## config.mk

```make
export PLATFORM = sky130hd
export DESIGN_NAME = axis_skid_fifo
export DESIGN_NICKNAME = d
export VERILOG_FILES = /design/src/rtl/axis_skid_fifo.sv
export SDC_FILE = /design/constraint.sdc
export NUM_CORES = 1
export LEC_CHECK = 0
export ABC_CLOCK_PERIOD_IN_PS = 18750
export BUFFER_PORTS_ARGS = -buffer_cell sky130_fd_sc_hd__buf_2
export CAP_MARGIN = 20
export CORE_MARGIN = 4
export CORE_UTILIZATION = 62
export DETAILED_ROUTE_END_ITERATION = 10
export HOLD_SLACK_MARGIN = 0.06
export PLACE_DENSITY = 0.85
export SYNTH_ARGS = -nofsm -noshare
export SYNTH_HDL_FRONTEND = slang
export SYNTH_SLANG_ARGS = --single-unit
```

## constraint.sdc

```tcl
create_clock -name aclk -period 18.75 [get_ports aclk]
set_input_delay 3.75 -clock aclk [delete_from_list [all_inputs] [get_ports aclk]]
set_output_delay 3.75 -clock aclk [all_outputs]
set_load 0.01 [all_outputs]
```

## src/rtl/axis_skid_fifo.sv

```systemverilog
`default_nettype none
// ============================================================================
// Module   : axis_skid_fifo
// Brief    : AXI-Stream FIFO with flop-driven handshakes, TLAST, level,
//            almost-full flag and optional store-and-forward packet mode.
// Revision : 1.0
// ============================================================================
module axis_skid_fifo #(
    parameter int N            = 5,
    parameter int NB           = N * 8,
    parameter int DEPTH        = 4,
    parameter int PKT_MODE     = 0,
    parameter int AFULL_THRESH = DEPTH - 1
) (
    input  logic                       aclk,
    input  logic                       areset,
    input  logic [NB-1:0]              in_tdata,
    input  logic                       in_tlast,
    input  logic                       in_tvalid,
    output logic                       in_tready,
    output logic [NB-1:0]              out_tdata,
    output logic                       out_tlast,
    output logic                       out_tvalid,
    input  logic                       out_tready,
    output logic [$clog2(DEPTH+1)-1:0] level,
    output logic                       almost_full
);
    localparam int LW = $clog2(DEPTH + 1);
    localparam int RS = DEPTH - 1;
    localparam int PW = (RS > 1) ? $clog2(RS) : 1;
    localparam logic [PW-1:0] c_PTR_LAST = PW'(RS - 1);
    localparam logic [PW-1:0] c_PTR_ONE  = PW'(1);
    localparam logic [LW-1:0] c_DEPTH    = LW'(DEPTH);
    localparam logic [LW-1:0] c_AFULL    = LW'(AFULL_THRESH);
    localparam logic [LW-1:0] c_ONE      = LW'(1);

    // The output register always holds the oldest beat; the ring holds the rest.
    logic [NB:0]   r_mem [RS];
    logic [PW-1:0] r_wr_ptr;
    logic [PW-1:0] r_rd_ptr;
    logic [LW-1:0] r_pkt_cnt;

    logic          w_wr;
    logic          w_rd;
    logic          w_push;
    logic          w_pop;
    logic          w_load_in;
    logic          w_vld_next;
    logic [LW-1:0] w_level_next;
    logic [LW-1:0] w_pkt_next;

    function automatic logic [PW-1:0] f_ptr_inc(input logic [PW-1:0] p);
        return (p == c_PTR_LAST) ? '0 : p + c_PTR_ONE;
    endfunction

    always_comb begin
        w_wr = in_tvalid & in_tready;
        w_rd = out_tvalid & out_tready;

        w_level_next = level;
        if (w_wr && !w_rd) begin
            w_level_next = level + c_ONE;
        end else if (!w_wr && w_rd) begin
            w_level_next = level - c_ONE;
        end

        w_pkt_next = r_pkt_cnt;
        if ((w_wr && in_tlast) && !(w_rd && out_tlast)) begin
            w_pkt_next = r_pkt_cnt + c_ONE;
        end else if (!(w_wr && in_tlast) && (w_rd && out_tlast)) begin
            w_pkt_next = r_pkt_cnt - c_ONE;
        end

        // Incoming beat goes straight to the output register when it becomes the head.
        w_load_in = w_wr && ((level == '0) || (w_rd && (level == c_ONE)));
        w_push    = w_wr && !w_load_in;
        w_pop     = w_rd && (level > c_ONE);

        if (PKT_MODE != 0) begin
            w_vld_next = (w_level_next != '0) &&
                         ((w_pkt_next != '0) || (w_level_next == c_DEPTH));
        end else begin
            w_vld_next = (w_level_next != '0);
        end
    end

    always_ff @(posedge aclk) begin
        if (areset) begin
            level       <= '0;
            r_pkt_cnt   <= '0;
            in_tready   <= 1'b0;
            almost_full <= 1'b0;
            out_tvalid  <= 1'b0;
            out_tlast   <= 1'b0;
            out_tdata   <= '0;
            r_wr_ptr    <= '0;
            r_rd_ptr    <= '0;
        end else begin
            level       <= w_level_next;
            r_pkt_cnt   <= w_pkt_next;
            in_tready   <= (w_level_next < c_DEPTH);
            almost_full <= (w_level_next >= c_AFULL);
            out_tvalid  <= w_vld_next;
            if (w_pop) begin
                {out_tlast, out_tdata} <= r_mem[r_rd_ptr];
                r_rd_ptr               <= f_ptr_inc(r_rd_ptr);
            end else if (w_load_in) begin
                {out_tlast, out_tdata} <= {in_tlast, in_tdata};
            end
            if (w_push) begin
                r_wr_ptr <= f_ptr_inc(r_wr_ptr);
            end
        end
    end

    always_ff @(posedge aclk) begin
        if (!areset && w_push) begin
            r_mem[r_wr_ptr] <= {in_tlast, in_tdata};
        end
    end

endmodule
`default_nettype wire
```

==> metrics.cfg <==
[finish]
drive_above_1_share=0.3455
mostFrequentLayoutCell=edfxtp_1
layout_common_cells=edfxtp_1, buf_2, nand2_1, mux2_2, dfxtp_1
postLayoutCellArea_um2=8034
fin_nets=640
postLayoutCoreUtil=0.7347
n_antenna_cell=0
synthToLayoutAreaGrowth_pct=14.91

[logic_synthesis]
netlist_area_um2=6992
synthDistinctLibCells=32
synth_area_per_cell_um2=13.76
yosysSeqAreaShare=0.6800
synth_nets=557
yosysWarnings=0
synth-seq-cells=176
yosys.area.top_type=edfxtp_1
syn_inst=508
synth_top_cell_area_share=0.5283
ys_top_cells_by_area=edfxtp_1, dfxtp_1, mux2_2

[timing]
timing.fmax_ghz=0.1908
setup_viol=0
timing_hold_violations_final=0
post-route-period-util=0.2796
rsz0062_at_grt=false
tns_ns=0
period_needed_ns=5.242
maxSlewViolCount=0
slew_headroom=0.2707
worst_pin_slew_ns=1.094
fin_skew_ns=0.005699
worst_hold_slack_ns=0.4743

[clock_tree]
cts_buffers=17
hold_buffers=0
cts_root_buffer=clkbuf_16
cts_tree=done
clock_sinks=176
clk_latency_ns=0.42
postCtsSetupBuffers=0
clockBufferDepth=2
clkSlewWorstSetupHoldPaths_ns=0.06
cts-resized-gates=0
htreeDepth=4

[die]
initial_utilization=0.6394
core_area_um2=10940
rows=38
die_y_um=114.2
die-area_um2=13040
chipWidth_um=114.2
ioPinCount=92

[setup_path]
reg2reg_setup_slack_ns=16.24
cp_max_fo=41
worstReg2RegEnd=r_mem[1][23]$_DFFE_PP_
cp.arrival_ns=5.30
crit_type=in2reg
crit_end=r_mem[1][23]$_DFFE_PP_
timing.rr.start=level[0]$_SDFF_PP0_
worstSetupStartpoint=out_tready
required_ns=18.81
crit_path_end_kind=flop
r2r_cells=6
slowest_stage=buf_4
cpPeakStageDelay_ns=0.53
start_kind=input port
cp_cell_sequence=buf_2 > a31oi_1 > o21ai_1 > nor4b_2 > buf_4

[global_route]
antenna_found_initial=0
grt_use_total=0.2292
grt.overflow.total=0
grt_start_max_net_pins=87
grt_pass1_vias=4548
grt_pass1_wl_um=22830

[route]
drt_iter0_markers=349
dr_total_vias=4369
drt-vias-per-instance=5.888
avgRoutedWirePerCell_um=19.03
wl_um=14120
antenna_left=0
drc_errors=0
drt_pass1_iterations=4

[place]
place.port_buffers=91
routabilityCongestion=0.7730
dp_hpwl_um=7961
postPlaceCellArea_um2=7547

[pwr]
ir_drop_v=0.00009478
leakage_uw=0.002859
power_density_nw_per_um2=120.6
totalPowerFinal_uw=969.3

[min_path]
hold_depth=2
worst_hold_path_type=reg2reg

[job]
cap_violations=0

[outcome]
status=finished clean

[stage by stage]
step | cells | setup WS [ns]
2_1_floorplan | 508 | 9.716
3_3_place_gp | 712 | 13.14
3_5_place_dp | 712 | 13.08
4_1_cts | 742 | 13.50
5_1_grt | 742 | 13.38
6_report | 742 | 13.51
[kinds of logic (layout without fill, tap and decap cells)]
| kind of cell | Yosys count | in the layout | synth area share |
|---|---|---|---|
| flip-flops | 176 | 176 | 0.6800 |
| multiplexers | 85 | 85 | 0.1364 |
| adder cells (fa/ha/maj) | 4 | 4 | 0.007158 |
| AND/OR/NAND/NOR | 149 | 149 | 0.08662 |
| XOR/XNOR | 2 | 2 | 0.002506 |
| buffers and inverters | 40 | 134 | 0.02613 |
| AO/OA/AOI/OAI | 52 | 52 | 0.06120 |
[registers in the layout, indices dropped and copies added, names as in the netlist, named ones only]
| register | cells |
|---|---|
| almost_full | 1 |
| in_tready | 1 |
| level | 3 |
| out_tdata | 40 |
| out_tlast | 1 |
| out_tvalid | 1 |
| r_mem | 123 |
| r_rd_ptr | 2 |
| r_wr_ptr | 2 |
[worst min-delay path by stage]
stage / start / to / slack, ns
finish: out_tdata[2]$_SDFFE_PP0P_ / out_tdata[2]$_SDFFE_PP0P_ / 0.47
global route: out_tdata[13]$_SDFFE_PP0P_ / out_tdata[13]$_SDFFE_PP0P_ / 0.50
floorplan: r_rd_ptr[0]$_SDFFE_PP0P_ / flop / 0.45
CTS: out_tdata[2]$_SDFFE_PP0P_ / out_tdata[2]$_SDFFE_PP0P_ / 0.48
detailed placement: out_tdata[31]$_SDFFE_PP0P_ / out_tdata[31]$_SDFFE_PP0P_ / 0.47
global placement: r_rd_ptr[0]$_SDFFE_PP0P_ / flop / 0.45
[per-layer routing]
layer	share of wire	track usage	vias up
li1	-	-	2041
met1	0.39	0.2855	2159
met2	0.53	0.3829	150
met3	0.069	0.05180	19
met4	0.017	0.1061	0
met5	0	0	-
[worst max-delay path, delay by kind of cell]
| family | cells | cell delay (ns) |
|---|---|---|
| AO/OA/AOI/OAI | 2 | 0.61 |
| buffers and inverters | 2 | 0.64 |
| AND/OR/NAND/NOR | 1 | 0.27 |
[layout make-up]
cell class	count	area [um2]
clock buffers	27	473.0
clock inverters	3	13.76
fillers	696	2902
inverters	5	18.77
multi-input cells	292	2081
flip-flops and latches	176	4757
well taps	140	175.2
repair buffers	99	515.5
[power breakdown]
| group | internal, uW | switching [uW] |
|---|---|---|
| sequential | 455 | 28.5 |
| clock | 170 | 130 |
| combinational | 80.2 | 105 |
| total | 706 | 264 |
[Yosys cell counts (all sizes together)]
master / n
a311oi: 41
o21ai: 2
nor4: 1
and3: 2
mux2: 82
a31oi: 1
and2: 1
dfxtp: 53
a21oi: 4
nor3: 3
or3: 3
a21boi: 1
or3b: 2
nor4b: 2
mux2i: 3
a211o: 1
inv: 5
clkbuf: 13
o211ai: 1
edfxtp: 123
a211oi: 1
ha: 4
xnor2: 2
nor2: 47
nand2: 88
buf: 22
No activity file was read; power rests on OpenSTA's default activity.
